**config.mk**
```make
export PLATFORM = sky130hd
export DESIGN_NAME = gf_serial_mult_flat
export DESIGN_NICKNAME = d
export VERILOG_FILES = /design/src/rtl/gf_serial_mult_pkg.sv /design/src/rtl/gf_serial_mult_if.sv /design/src/rtl/gf_serial_mult_xtime.sv /design/src/rtl/gf_serial_mult.sv /design/src/flat_wrapper.sv
export SDC_FILE = /design/constraint.sdc
export NUM_CORES = 1
export LEC_CHECK = 0
export ABC_CLOCK_PERIOD_IN_PS = 3000
export CAP_MARGIN = 20
export CORE_AREA = 3 3 77 79
export CTS_CLUSTER_DIAMETER = 150
export DETAILED_ROUTE_END_ITERATION = 7
export DIE_AREA = 0 0 80 82
export SLEW_MARGIN = 0
export SYNTH_ARGS = -nofsm -noshare
export SYNTH_HDL_FRONTEND = slang
export SYNTH_SLANG_ARGS = --single-unit
```
**constraint.sdc**
```tcl
create_clock -name clk -period 3 [get_ports clk]
set_clock_uncertainty 0.05 [all_clocks]
set_input_delay 0.45 -clock clk [delete_from_list [all_inputs] [get_ports clk]]
set_output_delay 0.45 -clock clk [all_outputs]
set_load 0.01 [all_outputs]
```
**src/rtl/gf_serial_mult_pkg.sv**
```systemverilog
// ============================================================================
// Module   : gfm_pkg
// Brief    : Shared types and defaults for the serial GF(2^WIDTH) multiplier.
// Revision : 1.0 - initial release
// ============================================================================
`default_nettype none

package gfm_pkg;

    typedef enum logic [1:0] {
        IDLE = 2'd0,
        RUN  = 2'd1,
        DONE = 2'd2
    } gfm_state_t;

    localparam int         GFM_WIDTH    = 8;
    localparam logic [7:0] GFM_AES_POLY = 8'h1B;

endpackage

`default_nettype wire

```
**src/rtl/gf_serial_mult_if.sv**
```systemverilog
// ============================================================================
// Module   : gf_serial_mult_if
// Brief    : Operand/product valid-ready bundle for gf_serial_mult.
// Revision : 1.0 - initial release
// ============================================================================
`default_nettype none

interface gf_serial_mult_if
    import gfm_pkg::*;
#(
    parameter int WIDTH = GFM_WIDTH
);
    logic             in_valid;
    logic             in_ready;
    logic [WIDTH-1:0] in_a;
    logic [WIDTH-1:0] in_b;
    logic             out_valid;
    logic             out_ready;
    logic [WIDTH-1:0] out_p;
    logic             busy;

    modport master (
        output in_valid, in_a, in_b, out_ready,
        input  in_ready, out_valid, out_p, busy
    );

    modport slave (
        input  in_valid, in_a, in_b, out_ready,
        output in_ready, out_valid, out_p, busy
    );
endinterface

`default_nettype wire

```
**src/rtl/gf_serial_mult_xtime.sv**
```systemverilog
// ============================================================================
// Module   : gf_xtime
// Brief    : Combinational multiply-by-x with polynomial reduction.
// Revision : 1.0 - initial release
// ============================================================================
`default_nettype none

module gf_xtime
    import gfm_pkg::*;
#(
    parameter int               WIDTH = GFM_WIDTH,
    parameter logic [WIDTH-1:0] POLY  = WIDTH'(GFM_AES_POLY)
) (
    input  wire logic [WIDTH-1:0] i_a,
    output logic      [WIDTH-1:0] o_x
);
    // The reduction decision uses the bit about to be shifted out.
    assign o_x = {i_a[WIDTH-2:0], 1'b0} ^ (i_a[WIDTH-1] ? POLY : '0);
endmodule

`default_nettype wire

```
**src/rtl/gf_serial_mult.sv**
```systemverilog
// ============================================================================
// Module   : gf_serial_mult
// Brief    : Bit-serial GF(2^WIDTH) multiplier, one shift-and-XOR per clock.
//            Optional macro GFM_EARLY_TERM_EN stops once the multiplier is used up.
// Revision : 1.0 - initial release
// ============================================================================
`default_nettype none

module gf_serial_mult
    import gfm_pkg::*;
#(
    parameter int               WIDTH = GFM_WIDTH,
    parameter logic [WIDTH-1:0] POLY  = WIDTH'(GFM_AES_POLY)
) (
    input  wire logic         clk,
    input  wire logic         rst,
    gf_serial_mult_if.slave   bus
);
    localparam int         c_CNT_W = $clog2(WIDTH);
    localparam logic [c_CNT_W-1:0] c_CNT_LAST = c_CNT_W'(WIDTH - 1);

    gfm_state_t         r_state;
    gfm_state_t         w_state_nxt;
    logic [WIDTH-1:0]   r_a;
    logic [WIDTH-1:0]   r_b;
    logic [WIDTH-1:0]   r_p;
    logic [WIDTH-1:0]   r_out_p;
    logic [c_CNT_W-1:0] r_cnt;

    logic [WIDTH-1:0]   w_a_x;
    logic [WIDTH-1:0]   w_b_nxt;
    logic [WIDTH-1:0]   w_p_nxt;
    logic               w_accept;
    logic               w_last;

    gf_xtime #(
        .WIDTH (WIDTH),
        .POLY  (POLY)
    ) u_xtime (
        .i_a (r_a),
        .o_x (w_a_x)
    );

    assign w_b_nxt  = r_b >> 1;
    assign w_p_nxt  = r_b[0] ? (r_p ^ r_a) : r_p;
    assign w_accept = bus.in_valid && (r_state == IDLE);

`ifdef GFM_EARLY_TERM_EN
    // A zero multiplier also passes through one RUN step, giving a 1-edge latency.
    assign w_last = (r_cnt == c_CNT_LAST) || (w_b_nxt == '0);
`else
    assign w_last = (r_cnt == c_CNT_LAST);
`endif

    always_ff @(posedge clk) begin
        if (rst) begin
            r_state <= IDLE;
        end else begin
            r_state <= w_state_nxt;
        end
    end

    always_comb begin
        w_state_nxt = r_state;
        case (r_state)
            IDLE:    if (w_accept)      w_state_nxt = RUN;
            RUN:     if (w_last)        w_state_nxt = DONE;
            DONE:    if (bus.out_ready) w_state_nxt = IDLE;
            default:                    w_state_nxt = IDLE;
        endcase
    end

    always_ff @(posedge clk) begin
        if (rst) begin
            r_a     <= '0;
            r_b     <= '0;
            r_p     <= '0;
            r_cnt   <= '0;
            r_out_p <= '0;
        end else begin
            case (r_state)
                IDLE: begin
                    if (w_accept) begin
                        r_a   <= bus.in_a;
                        r_b   <= bus.in_b;
                        r_p   <= '0;
                        r_cnt <= '0;
                    end
                end
                RUN: begin
                    r_p   <= w_p_nxt;
                    r_a   <= w_a_x;
                    r_b   <= w_b_nxt;
                    r_cnt <= r_cnt + c_CNT_W'(1);
                    if (w_last) begin
                        r_out_p <= w_p_nxt;
                    end
                end
                default: ;
            endcase
        end
    end

    assign bus.in_ready  = (r_state == IDLE);
    assign bus.out_valid = (r_state == DONE);
    assign bus.busy      = (r_state != IDLE);
    assign bus.out_p     = r_out_p;
endmodule

`default_nettype wire

```
**src/flat_wrapper.sv**
```systemverilog
// flat-port wrapper written by rule: the top's interface ports become plain ports
module gf_serial_mult_flat import gfm_pkg::*;
#(
    parameter int               WIDTH = GFM_WIDTH,
    parameter logic [WIDTH-1:0] POLY  = WIDTH'(GFM_AES_POLY)
)
  (clk, rst, bus_in_valid, bus_in_a, bus_in_b, bus_out_ready, bus_in_ready, bus_out_valid, bus_out_p, bus_busy);
  gf_serial_mult_if #(.WIDTH(WIDTH)) bus_i ();
  input  wire logic clk;
  input  wire logic rst;
  input wire logic [$bits(bus_i.in_valid)-1:0] bus_in_valid;
  input wire logic [$bits(bus_i.in_a)-1:0] bus_in_a;
  input wire logic [$bits(bus_i.in_b)-1:0] bus_in_b;
  input wire logic [$bits(bus_i.out_ready)-1:0] bus_out_ready;
  output wire logic [$bits(bus_i.in_ready)-1:0] bus_in_ready;
  output wire logic [$bits(bus_i.out_valid)-1:0] bus_out_valid;
  output wire logic [$bits(bus_i.out_p)-1:0] bus_out_p;
  output wire logic [$bits(bus_i.busy)-1:0] bus_busy;
  assign bus_i.in_valid = bus_in_valid;
  assign bus_i.in_a = bus_in_a;
  assign bus_i.in_b = bus_in_b;
  assign bus_i.out_ready = bus_out_ready;
  assign bus_in_ready = bus_i.in_ready;
  assign bus_out_valid = bus_i.out_valid;
  assign bus_out_p = bus_i.out_p;
  assign bus_busy = bus_i.busy;
  gf_serial_mult #(.WIDTH(WIDTH), .POLY(POLY)) u_core (.clk(clk), .rst(rst), .bus(bus_i));
endmodule
```
-- After elaboration in Yosys (flattened, before gate mapping)
Cells that the tools add are included.
- register bits after elaboration: 37
- $add $sub $neg: 1
- equality and inequality tests: 6
- muxes and demuxes: 14
- bitwise operators: 2
- reduce and logical (&&, ||, !) cells: 7
- operator list (operator ; count):
    $pmux 8 s2 ; 3
    $mux 8 ; 4
    $xor 8x8->8 ; 2
    $mux 2 ; 3
    $pmux 2 s3 ; 1
    $pmux 3 s2 ; 1
    $mux 5 ; 1
    $ne 2x1->1 const B ; 2
    $reduce_and 2->1 ; 2
    $reduce_bool 2->1 ; 2
    $add 3x1->3 const B ; 1
    $eq 3x3->1 const B ; 1
    $mux 3 ; 1
    $reduce_and 3->1 ; 1
    $eq 2x1->1 const B ; 1
    $eq 2x2->1 const B ; 1
    $logic_not 2->1 ; 1
    $ne 2x2->1 const B ; 1
    $logic_and 1x1->1 ; 1

-- Logic depth before layout (Yosys ltp)
- depth after elaboration: 4
- depth in mapped cells: 7

-- Modules after synthesis
From an unflattened synthesis, not the netlist that was laid out.
- cells, all modules: 203
- area total of the unflattened synthesis: 1749.2 sq um
- by module, submodules not included (module ; times used ; cells an instance ; area each (sq um) ; sequential area each (sq um)):
    gf_serial_mult ; 1 ; 195 ; 1685.4 ; 740.7
    gf_xtime ; 1 ; 8 ; 63.8 ; 0.0

-- Worst setup path after synthesis
Ideal clock, no wire load.
- path type: register to output
- from: register u_core.r_state[0]
- to: output port bus_in_ready
- data arrival time: 946 ps
- data required time: 2500 ps
- path slack: 1554 ps
- stages on the path, launching flop included: 4
- path through: dfxtp_1 buf_2 or2_2 inv_1
- cells in the longest elaborated chain, start to end: 1
- ends and longest elaborated chain (what ; RTL line ; source):
    start, declared ; gf_serial_mult.sv:22 ; gfm_state_t r_state;
    start signal, assigned ; gf_serial_mult.sv:59 ; r_state <= w_state_nxt;
    $logic_not 2->1 ; gf_serial_mult.sv:104 ; assign bus.in_ready = (r_state == IDLE);
    end, declared ; flat_wrapper.sv:15 ; output wire logic [$bits(bus_i.in_ready)-1:0] bus_in_ready;
Every way passes these cells.

-- Worst setup path in the final report
Ends and elaborated chain as after synthesis.

==> impl_metrics.env <==
export IMPL_die_y_um=82
export IMPL_via_count=1485
export IMPL_grt_pass1_wl_mm=6.36
export IMPL_cts_htree_levels=2
export IMPL_drc_errors=0
export IMPL_globalRouteTotalUtil_pct=12.5
export IMPL_ant_nets=0
export IMPL_critPathSlowestCell="sky130_fd_sc_hd__clkdlybuf4s50_1"
export IMPL_timing_setup_critical_path_class="register to output pin"
export IMPL_cts_root_buf="sky130_fd_sc_hd__clkbuf_8"
export IMPL_overflow=0
export IMPL_final_hold_violation_count=0
export IMPL_routedWlPerCell_um=12.7
export IMPL_max_slew_margin_pct=53.1
export IMPL_period_needed_ns=2.23
export IMPL_r2r_setup_slack_ns=1.17
export IMPL_post_synth_inst_count=209
export IMPL_fin_setup_tns_ns=0
export IMPL_max_cap_violations=0
export IMPL_layout_setup_ws_ns=0.769
export IMPL_worst_slew_pin_slew_ns=0.703
export IMPL_report_final_slew_viol_count=0
export IMPL_postCtsResizedCells=0
export IMPL_async_flop_share_pct=0
export IMPL_grt_start_max_net_pins=23
export IMPL_cp_max_fo=16
export IMPL_cp_end_kind="output pin"
export IMPL_critical_path_required_time_ns=2.50
export IMPL_synth_edf_count=0
export IMPL_via_per_inst=4.88
export IMPL_clock_insertion_delay_worst_skew_ns=0.29
export IMPL_setup_repair_after_global_routing_missed_its_margin="no"
export IMPL_first_pass_iters=4
export IMPL_vdd_ir_drop_worst_mv=0.171
export IMPL_delay_contributed_by_the_slowest_stage_of_the_critical_path_ns=0.52
export IMPL_ios=31
export IMPL_clockBufferDepth=2
export IMPL_postLayoutCoreUtil_pct=40.9
export IMPL_met3_wirelength_from_detailed_routing_um=149
export IMPL_synth_area_leader_cell="sky130_fd_sc_hd__dfxtp_1"
export IMPL_drt_initial_drc_count=91
export IMPL_drive_gt1_share_pct=12.1
export IMPL_synth_cell_area_mm2=0.00180
export IMPL_min_period_over_period_pct=74.4
export IMPL_start_util_pct=33.4
export IMPL_routedLengthMet1_mm=1.91
export IMPL_clock_sink_count=37
export IMPL_worst_hold_slack_ns=0.442
export IMPL_synth_warning_count=0
export IMPL_setup_viol_count_final=0
export IMPL_io_buffer_count=30
export IMPL_cts_buffers=5
export IMPL_wl_met2_mm=1.73
export IMPL_post_cts_hold_buffer_count=0
export IMPL_syn_mean_instance_area_um2=8.63
export IMPL_design_core_area_mm2=0.00541
export IMPL_cellPowerDensity_mw_per_mm2=481
export IMPL_synth_distinct_cells=36
export IMPL_status="finished clean"
export IMPL_crit_path_cell_trace="or2_2 -> inv_1 -> clkdlybuf4s50_1"
export IMPL_antenna_diode_count=0
export IMPL_post_placement_setup_slack_ns=0.740
export IMPL_area_growth_pct=22.6
export IMPL_synth_flop_type="sky130_fd_sc_hd__dfxtp_1"
export IMPL_globalplace_congestion=0.728
export IMPL_cts_reportedPaths_clkPinSlew_ns=0.07
export IMPL_detailed_place_hpwl_mm=2.60
export IMPL_start_kind="register"
export IMPL_grt_antenna_before_repair=0
export IMPL_leakagePower_uw=0.000790
export IMPL_worst_endpoint_arrival_ns=1.73
export IMPL_num_rows=27
export IMPL_synth_sequential_area_ratio_pct=41.1
export IMPL_die_w_um=80
export IMPL_cts_tree="yes"
export IMPL_synth_top_cell_area_share_pct=41.1
export IMPL_ys_top_cells_by_area="sky130_fd_sc_hd__dfxtp_1 41%, sky130_fd_sc_hd__nor2_1 6.4%, sky130_fd_sc_hd__a21oi_1 5.3%"
export IMPL_final_net_count=253
export IMPL_hold_path_class="register to register"
export IMPL_max_clock_freq_mhz=448
export IMPL_register_bit_count_reported_by_yosys=37
export IMPL_top_layer_used="met4"
export IMPL_post_cts_setup_buffer_count=0
export IMPL_critPathBufInv=2
export IMPL_routed_wire_length_mm=3.87
export IMPL_first_global_vias=1385
export IMPL_critical_path_top_delay_family="buffers and inverters"
export IMPL_synth_net_count=231
export IMPL_die_outline_area_mm2=0.00656
[stage by stage]
stage	power (uW)	std cells	cell area (um^2)
2_1_floorplan	647	209	1800
3_3_place_gp	692	296	2110
3_5_place_dp	694	296	2110
4_1_cts	1080	304	2210
5_1_grt	1110	304	2210
6_report	1060	304	2210
[kinds of logic (layout without fill, tap and decap cells)]
group | count (synthesis) | count (layout) | synth area share (%)
mux | 1 | 1 | 0.555
simple gates | 64 | 64 | 15.9
compound gates | 60 | 60 | 26.6
flops | 37 | 37 | 41.1
fa+ha+maj | 2 | 2 | 1.39
buf+inv | 34 | 57 | 9.22
xor+xnor | 11 | 11 | 5.34
[final cells by class]
class / instances / area, um^2
tap: 72 / 90.1
timing repair buffer: 33 / 323
fill: 547 / 3190
multi-input combinational: 138 / 897
clock buffer: 7 / 96.3
sequential: 37 / 741
clock inverter: 1 / 5.00
inverter: 16 / 60.1
[worst paths after layout]
kind | to | start | cells past startpoint
min | u_core.r_b[7] | u_core.r_b[7] | 2
max | bus_in_ready | u_core.r_state[0] | 3
max reg2reg | u_core.bus.out_p[2] | u_core.r_state[0] | 3
min reg2reg | u_core.r_b[7] | u_core.r_b[7] | 2
[flip-flops by register name, summed over array words and instances, names as in the netlist]
register          cells
u_core.bus.out_p      8
u_core.r_a            8
u_core.r_b            8
u_core.r_p            8
u_core.r_cnt          3
u_core.r_state        2
[Yosys cell counts (2+ instances only)]
| cell type | count |
|---|---|
| sky130_fd_sc_hd__a21oi_1 | 19 |
| sky130_fd_sc_hd__nor2_1 | 31 |
| sky130_fd_sc_hd__o21ai_0 | 2 |
| sky130_fd_sc_hd__nand2_1 | 19 |
| sky130_fd_sc_hd__clkbuf_1 | 2 |
| sky130_fd_sc_hd__ha_1 | 2 |
| sky130_fd_sc_hd__dfxtp_1 | 37 |
| sky130_fd_sc_hd__buf_2 | 10 |
| sky130_fd_sc_hd__xnor2_1 | 10 |
| sky130_fd_sc_hd__and3b_1 | 3 |
| sky130_fd_sc_hd__o221ai_1 | 2 |
| sky130_fd_sc_hd__inv_1 | 16 |
| sky130_fd_sc_hd__a22oi_1 | 2 |
| sky130_fd_sc_hd__buf_6 | 2 |
| sky130_fd_sc_hd__a211oi_2 | 7 |
| sky130_fd_sc_hd__nor2b_1 | 3 |
| sky130_fd_sc_hd__buf_4 | 3 |
| sky130_fd_sc_hd__a211oi_1 | 10 |
| sky130_fd_sc_hd__nor3_1 | 2 |
| sky130_fd_sc_hd__o32ai_1 | 6 |
| sky130_fd_sc_hd__nand2b_1 | 3 |
| sky130_fd_sc_hd__o221a_2 | 4 |
[per-layer routing]
layer	vias up	track usage (%)
li1	767	-
met1	688	15.6
met2	23	20.0
met3	7	3.84
met4	0	5.41
met5	-	0
[worst min-delay path: stages (launching register included)]
cell and delay [ns]:
sky130_fd_sc_hd__dfxtp_1 0.33, sky130_fd_sc_hd__nand2_1 0.06, sky130_fd_sc_hd__o2bb2ai_1 0.06
[layout by cell type (no fill, tap or decap), types with 4 or more instances in the layout]
master,instances
sky130_fd_sc_hd__nor2_1,31
sky130_fd_sc_hd__xnor2_1,10
sky130_fd_sc_hd__o32ai_1,6
sky130_fd_sc_hd__a211oi_2,7
sky130_fd_sc_hd__nand2_1,19
sky130_fd_sc_hd__dfxtp_1,37
sky130_fd_sc_hd__clkbuf_8,7
sky130_fd_sc_hd__clkdlybuf4s50_1,30
sky130_fd_sc_hd__a21oi_1,19
sky130_fd_sc_hd__a211oi_1,10
sky130_fd_sc_hd__inv_1,16
sky130_fd_sc_hd__o221a_2,4
[power breakdown]
| group | switching (uW) | internal [uW] |
|---|---|---|
| Sequential | 26.9 | 514 |
| Combinational | 68.7 | 71.7 |
| Clock | 176 | 208 |
Note: power is estimated with default switching activity, not from simulation.
